===== src/rtl/ball_serve_gen_if.sv =====
// Serve request / launch bundle between the game controller and ball_serve_gen.
// master = controller side (requests, reads launch fields), slave = ball_serve_gen.
interface ball_serve_gen_if;
  logic       i_serve_req;
  logic       i_serve_side;
  logic       i_cancel;
  logic [8:0] o_ball_y;
  logic       o_dir_x;
  logic       o_dir_y;
  logic [2:0] o_speed;
  logic       o_busy;
  logic       o_serve_valid;

  // i_serve_req is a level sampled only while idle; o_serve_valid is a one-cycle strobe with
  // no back-pressure, and the launch fields are stable whenever it is high.
  modport master (
    output i_serve_req, i_serve_side, i_cancel,
    input  o_ball_y, o_dir_x, o_dir_y, o_speed, o_busy, o_serve_valid
  );
  modport slave (
    input  i_serve_req, i_serve_side, i_cancel,
    output o_ball_y, o_dir_x, o_dir_y, o_speed, o_busy, o_serve_valid
  );
endinterface


===== src/rtl/ball_serve_gen.sv =====
// Randomized ball launch: rejection-samples a start row from the LFSR word, waits SERVE_DELAY frames, strobes.
// Optional feature macro SERVE_RAND_SPEED_EN randomizes the launch speed from i_rand[1:0].
module ball_serve_gen #(
  parameter int SCREEN_H    = 480,
  parameter int BALL_SIZE   = 16,
  parameter int MARGIN      = 32,
  parameter int SERVE_DELAY = 60,
  parameter int MAX_RETRY   = 8,
  parameter int MIN_SPEED   = 2
) (
  input  logic             i_clock,
  input  logic             i_reset,
  input  logic [9:0]       i_rand,
  input  logic             i_frame_tick,
  ball_serve_gen_if.slave  sif,
  output logic [1:0]       o_state
);
  localparam logic [1:0] ST_IDLE   = 2'd0;
  localparam logic [1:0] ST_SAMPLE = 2'd1;
  localparam logic [1:0] ST_DELAY  = 2'd2;
  localparam logic [1:0] ST_LAUNCH = 2'd3;

  localparam int DW = (SERVE_DELAY > 0) ? $clog2(SERVE_DELAY + 1) : 1;
  localparam int RW = (MAX_RETRY > 0) ? $clog2(MAX_RETRY + 1) : 1;

  localparam logic [9:0]    Y_LO        = 10'(MARGIN);
  localparam logic [9:0]    Y_HI        = 10'(SCREEN_H - MARGIN - BALL_SIZE);
  localparam logic [8:0]    Y_CENTRE    = 9'(SCREEN_H / 2 - BALL_SIZE / 2);
  localparam logic [2:0]    SPEED_BASE  = 3'(MIN_SPEED);
  localparam logic [DW-1:0] DELAY_LOAD  = DW'(SERVE_DELAY);
  localparam logic [RW-1:0] RETRY_LIMIT = RW'(MAX_RETRY);

  logic [1:0]    state_q, state_d;
  logic [RW-1:0] retry_q, retry_d;
  logic [DW-1:0] delay_q, delay_d;
  logic [8:0]    ball_y_q, ball_y_d;
  logic          dir_x_q, dir_x_d;
  logic          dir_y_q, dir_y_d;
  logic [2:0]    speed_q, speed_d;
  logic          busy_q, busy_d;
  logic          valid_q, valid_d;

  logic [9:0]    cand;
  logic          cand_ok;
  logic [2:0]    cand_speed;

  assign cand    = {1'b0, i_rand[8:0]};
  assign cand_ok = (cand >= Y_LO) && (cand <= Y_HI);

`ifdef SERVE_RAND_SPEED_EN
  assign cand_speed = SPEED_BASE + {1'b0, i_rand[1:0]};
`else
  assign cand_speed = SPEED_BASE;
`endif

  always_comb begin
    state_d  = state_q;
    retry_d  = retry_q;
    delay_d  = delay_q;
    ball_y_d = ball_y_q;
    dir_x_d  = dir_x_q;
    dir_y_d  = dir_y_q;
    speed_d  = speed_q;
    busy_d   = busy_q;
    valid_d  = 1'b0;
    case (state_q)
      ST_IDLE: begin
        // Cancel takes priority over a simultaneous request.
        if (!sif.i_cancel && sif.i_serve_req) begin
          state_d = ST_SAMPLE;
          busy_d  = 1'b1;
          dir_x_d = ~sif.i_serve_side;
          retry_d = '0;
        end
      end
      ST_SAMPLE: begin
        if (sif.i_cancel) begin
          state_d = ST_IDLE;
          busy_d  = 1'b0;
          retry_d = '0;
        end else if ((retry_q == RETRY_LIMIT) || cand_ok) begin
          // Retry budget exhausted: fall back to the centre row regardless of the candidate.
          ball_y_d = (retry_q == RETRY_LIMIT) ? Y_CENTRE : cand[8:0];
          dir_y_d  = i_rand[9];
          speed_d  = cand_speed;
          delay_d  = DELAY_LOAD;
          if (SERVE_DELAY == 0) begin
            state_d = ST_LAUNCH;
            valid_d = 1'b1;
          end else begin
            state_d = ST_DELAY;
          end
        end else begin
          retry_d = retry_q + RW'(1);
        end
      end
      ST_DELAY: begin
        if (sif.i_cancel) begin
          state_d = ST_IDLE;
          busy_d  = 1'b0;
          retry_d = '0;
        end else if (i_frame_tick) begin
          delay_d = delay_q - DW'(1);
          if (delay_q == DW'(1)) begin
            state_d = ST_LAUNCH;
            valid_d = 1'b1;
          end
        end
      end
      ST_LAUNCH: begin
        state_d = ST_IDLE;
        busy_d  = 1'b0;
        retry_d = '0;
      end
      default: state_d = ST_IDLE;
    endcase
  end

  always_ff @(posedge i_clock) begin
    if (i_reset) begin
      state_q  <= ST_IDLE;
      retry_q  <= '0;
      delay_q  <= '0;
      ball_y_q <= Y_CENTRE;
      dir_x_q  <= 1'b0;
      dir_y_q  <= 1'b0;
      speed_q  <= SPEED_BASE;
      busy_q   <= 1'b0;
      valid_q  <= 1'b0;
    end else begin
      state_q  <= state_d;
      retry_q  <= retry_d;
      delay_q  <= delay_d;
      ball_y_q <= ball_y_d;
      dir_x_q  <= dir_x_d;
      dir_y_q  <= dir_y_d;
      speed_q  <= speed_d;
      busy_q   <= busy_d;
      valid_q  <= valid_d;
    end
  end

  assign sif.o_ball_y      = ball_y_q;
  assign sif.o_dir_x       = dir_x_q;
  assign sif.o_dir_y       = dir_y_q;
  assign sif.o_speed       = speed_q;
  assign sif.o_busy        = busy_q;
  assign sif.o_serve_valid = valid_q;
  assign o_state           = state_q;
endmodule


===== src/flat_wrapper.sv =====
// flat-port wrapper written by rule: the top's interface ports become plain ports
module ball_serve_gen_flat 
#(
  parameter int SCREEN_H    = 480,
  parameter int BALL_SIZE   = 16,
  parameter int MARGIN      = 32,
  parameter int SERVE_DELAY = 60,
  parameter int MAX_RETRY   = 8,
  parameter int MIN_SPEED   = 2
)
  (i_clock, i_reset, i_rand, i_frame_tick, o_state, sif_i_serve_req, sif_i_serve_side, sif_i_cancel, sif_o_ball_y, sif_o_dir_x, sif_o_dir_y, sif_o_speed, sif_o_busy, sif_o_serve_valid);
  ball_serve_gen_if sif_i ();
  input  logic i_clock;
  input  logic i_reset;
  input  logic [9:0] i_rand;
  input  logic i_frame_tick;
  output logic [1:0] o_state;
  input wire logic [$bits(sif_i.i_serve_req)-1:0] sif_i_serve_req;
  input wire logic [$bits(sif_i.i_serve_side)-1:0] sif_i_serve_side;
  input wire logic [$bits(sif_i.i_cancel)-1:0] sif_i_cancel;
  output wire logic [$bits(sif_i.o_ball_y)-1:0] sif_o_ball_y;
  output wire logic [$bits(sif_i.o_dir_x)-1:0] sif_o_dir_x;
  output wire logic [$bits(sif_i.o_dir_y)-1:0] sif_o_dir_y;
  output wire logic [$bits(sif_i.o_speed)-1:0] sif_o_speed;
  output wire logic [$bits(sif_i.o_busy)-1:0] sif_o_busy;
  output wire logic [$bits(sif_i.o_serve_valid)-1:0] sif_o_serve_valid;
  assign sif_i.i_serve_req = sif_i_serve_req;
  assign sif_i.i_serve_side = sif_i_serve_side;
  assign sif_i.i_cancel = sif_i_cancel;
  assign sif_o_ball_y = sif_i.o_ball_y;
  assign sif_o_dir_x = sif_i.o_dir_x;
  assign sif_o_dir_y = sif_i.o_dir_y;
  assign sif_o_speed = sif_i.o_speed;
  assign sif_o_busy = sif_i.o_busy;
  assign sif_o_serve_valid = sif_i.o_serve_valid;
  ball_serve_gen #(.SCREEN_H(SCREEN_H), .BALL_SIZE(BALL_SIZE), .MARGIN(MARGIN), .SERVE_DELAY(SERVE_DELAY), .MAX_RETRY(MAX_RETRY), .MIN_SPEED(MIN_SPEED)) u_core (.i_clock(i_clock), .i_reset(i_reset), .i_rand(i_rand), .i_frame_tick(i_frame_tick), .sif(sif_i), .o_state(o_state));
endmodule

===== config.mk =====
export PLATFORM = sky130hd
export DESIGN_NAME = ball_serve_gen_flat
export DESIGN_NICKNAME = d
export VERILOG_FILES = /design/src/rtl/ball_serve_gen_if.sv /design/src/rtl/ball_serve_gen.sv /design/src/flat_wrapper.sv
export SDC_FILE = /design/constraint.sdc
export NUM_CORES = 1
export LEC_CHECK = 0
export ABC_AREA = 1
export CAP_MARGIN = 40
export CORE_MARGIN = 5
export CORE_UTILIZATION = 45
export CTS_CLUSTER_DIAMETER = 60
export DETAILED_ROUTE_END_ITERATION = 6
export PLACE_DENSITY = 0.71
export SLEW_MARGIN = 20
export SYNTH_ARGS = -nofsm -noshare
export SYNTH_HDL_FRONTEND = slang
export SYNTH_SLANG_ARGS = --single-unit

===== constraint.sdc =====
create_clock -name i_clock -period 2.85 [get_ports i_clock]
set_input_delay 0.57 -clock i_clock [delete_from_list [all_inputs] [get_ports i_clock]]
set_output_delay 0.57 -clock i_clock [all_outputs]
set_load 0.02 [all_outputs]

==> flow_summary.yaml <==
status:
  status: "completed"
worst_setup_path:
  r2r-end: "u_core.sif.o_ball_y[2]$_SDFFE_PP0P_"
  r2r-start: "u_core.retry_q[0]$_SDFFE_PP0P_"
  path_class: "in2reg"
  crit_path_max_fanout: 11
  required_ns: 3.09
  critPathBufInv: 2
  crit_cells: 6
  arrival_ns: 2.23
  critPathTopFamily: "buffers and inverters"
  r2r_setup_slack_ns: 0.92
  critPathLaunchType: "input port"
  cpPeakStageDelay_ns: 0.53
  crit_path_end_kind: "flop"
  crit_start: "sif_i_cancel"
  path_cells: "clkdlybuf4s50_1 -> nor2_4 -> nand3_2 -> inv_1 -> nand3_1 -> a21oi_1"
  cpMaxStageDelayCell: "clkdlybuf4s50_1"
  ff2ff_path_depth: 10
timing:
  drv_slew: 0
  slew_headroom_pct: 66.37
  rsz0062_at_grt: "false"
  fmax_mhz: 503.1
  setup_violations: 0
  finalCritPeriodShare_pct: 69.74
  tightest_slew_ns: 0.5010
  period_minus_slack_ns: 1.988
  finalSetupTns_ns: 0
  finalHoldViolCount: 0
  fin_skew_ns: 0.005600
global_route:
  grt_busiest_layer: "met2"
  globalRoute.totalOverflow: 0
  first_global_vias: 1175
  grt_usage_pct: 15.19
  grtUsageMet1_pct: 20.18
  grt_pass1_wl_um: 5292
  grt_max_degree: 14
  use_met2_pct: 24.01
  use_met3_pct: 4.384
  antenna_found_initial: 0
placement:
  place_congestion: 0.7772
  port_buffers: 30
  placed_area_um2: 1739
  place_inst: 264
  hpwl_um: 2262
logic_synthesis:
  ys_seq_area_share_pct: 34.39
  ys_seq_elements: 25
  syn_area_per_cell_um2: 7.349
  netlist_area_um2: 1455
  synth_cell_types: 31
  syn_inst: 198
  synth_top_cell_by_area: "dfxtp_1"
  yosysWarnings: 0
  synth_area_leaders: "dfxtp_1 (34%), nand2_1 (11%), a21oi_1 (7.9%)"
  synth_top_area_share_pct: 34.39
pwr:
  power_per_cell_area_nw_per_um2: 828.3
  p_clk_share_pct: 10.6
  cellLeakagePower_uw: 0.0007280
  peakVddDrop_v: 0.0005082
  switchingPower_uw: 652.5
  power_frac_seq_pct: 36.7
  power_frac_comb_pct: 52.7
  fin_total_pwr_uw: 1469
  p_sw_share_pct: 44.43
  p_int_uw: 816.0
routing:
  firstDrtPassIters: 4
  vias: 1296
  wl_um: 2979
  routed_via_density: 4.818
  drc: 0
  drt_iter0_markers: 76
  ant_nets: 0
  wl_per_cell_um: 11.07
clocking:
  numCtsBuffers: 3
  cts_hold_buf: 0
  cts_sinks: 25
  cts_setup_buffers: 0
  root_buffer: "clkbuf_4"
  clk_latency_ns: 0.31
  htreeDepth: 1
  cts_tree: "yes"
  ctsLongestPathBuffers: 2
  post_cts_resized: 0
  clk_pin_slew_worst_paths_ns: 0.13
layout:
  diodes: 0
  design_area_um2: 1773
  stdcell_count: 269
  nets: 249
  areaGrowthSynthToFinish_pct: 21.84
  drive_above_1_share_pct: 11.11
worst_hold_path:
  hold_path_end: "u_core.sif.o_ball_y[3]$_SDFFE_PP1P_"
  min_path_cells: 2
  min_from: "u_core.sif.o_ball_y[3]$_SDFFE_PP1P_"
  hold_path.class: "reg2reg"
floorplan:
  die_h_um: 66.87
  ios: 34
  start_util_pct: 47.28
  dieArea_um2: 4471
  fp-row-count: 20
  coreArea_um2: 3078
  die_w_um: 66.87
run:
  drv_cap: 0
==> cell usage after synthesis, drive strengths merged <==
master  count
inv        19
clkinv      1
nor2       25
clkbuf      2
o21ai      10
a221oi      1
xor2        2
nand2      47
a31o        1
conb        2
buf         7
a21oi      24
nand3      20
dfxtp      25
nor3        2
or2         1
ha          7
nand4       2
==> metrics by stage <==
step | hold slack, ns | util, % | worst slack [ns]
after global routing | 0.5002 | 57.60 | 0.6803
after detailed placement | 0.4544 | 56.50 | 0.5194
after floorplan | 0.4800 | - | 1.262
after global placement | 0.4463 | 56.50 | 0.5503
final | 0.4781 | 57.60 | 0.8625
after CTS | 0.4778 | 57.36 | 0.8591
==> power groups by stage <==
| stage | logic (uW) | clock network (uW) | registers, uW |
|---|---|---|---|
| 3_3_place_gp | 755 | 0 | 545 |
| 2_1_floorplan | 553 | 0 | 577 |
| 4_1_cts | 768 | 166 | 539 |
| 3_5_place_dp | 760 | 0 | 548 |
| 5_1_grt | 879 | 184 | 559 |
| 6_report | 774 | 156 | 539 |
==> flip-flops by register name, summed over array words and instances, names as in the netlist <==
signal                    flops
u_core.retry_q                4
u_core.sif.o_busy             1
u_core.sif.o_dir_y            1
u_core.sif.o_serve_valid      1
u_core.delay_q                6
u_core.sif.o_dir_x            1
u_core.o_state                2
u_core.sif.o_ball_y           9
==> layer usage <==
metal,share of wire (%),vias up
met1,48,584
met3,4.9,2
li1,-,690
met5,0,-
met4,0.84,0
met2,46,20
==> placed cells by master, fill, tap and decap left out, types with 2 or more instances in the layout <==
cell and n:
nand4_1 2, xor2_1 2, nor2_1 21, ha_1 7, o21ai_0 9, inv_1 17, clkdlybuf4s50_1 30, conb_1 3
inv_2 2, nand3_1 13, nand2_1 43, nand2_2 2, nor2_4 3, a21oi_1 23, dfxtp_1 25, nand3_2 6
clkbuf_4 3, nor3_1 2
==> final cells by class <==
type / count / area [um^2]
inverter: 20 / 80.08
sequential: 25 / 500.5
tap: 44 / 55.05
fill: 301 / 1305
clock buffer: 4 / 26.28
timing repair buffer: 31 / 307.8
multi-input combinational: 145 / 803.3
==> worst max path at each step <==
stage	end	slack [ns]
6_report	u_core.sif.o_ball_y[2]$_SDFFE_PP0P_	0.86
5_1_grt	u_core.sif.o_ball_y[0]$_SDFFE_PP0P_	0.68
4_1_cts	u_core.sif.o_ball_y[2]$_SDFFE_PP0P_	0.86
3_5_place_dp	u_core.sif.o_ball_y[1]$_SDFFE_PP0P_	0.52
3_3_place_gp	u_core.sif.o_ball_y[0]$_SDFFE_PP0P_	0.55
2_1_floorplan	u_core.delay_q[0]$_SDFFE_PP0P_	1.26
==> worst reg2reg max path: stages (launching register included) <==
cell and delay, ns:
dfxtp_1 0.36, inv_1 0.10, ha_1 0.20, nand3_4 0.13, nand2_4 0.09, nor2_2 0.04
nand2_2 0.08, nand3_2 0.26, inv_1 0.34, nand3_1 0.12, a21oi_1 0.15
==> kinds of logic after synthesis <==
kind of cell,Yosys count,synth area share [%]
XOR/XNOR,2,1.204
flip-flops,25,34.39
AO/OA/AOI/OAI,36,13.16
AND/OR/NAND/NOR,97,34.05
adder cells (fa/ha/maj),7,6.019
buffers and inverters,29,10.66
other,2,0.5161
Note: power is estimated with default switching activity, not from simulation.
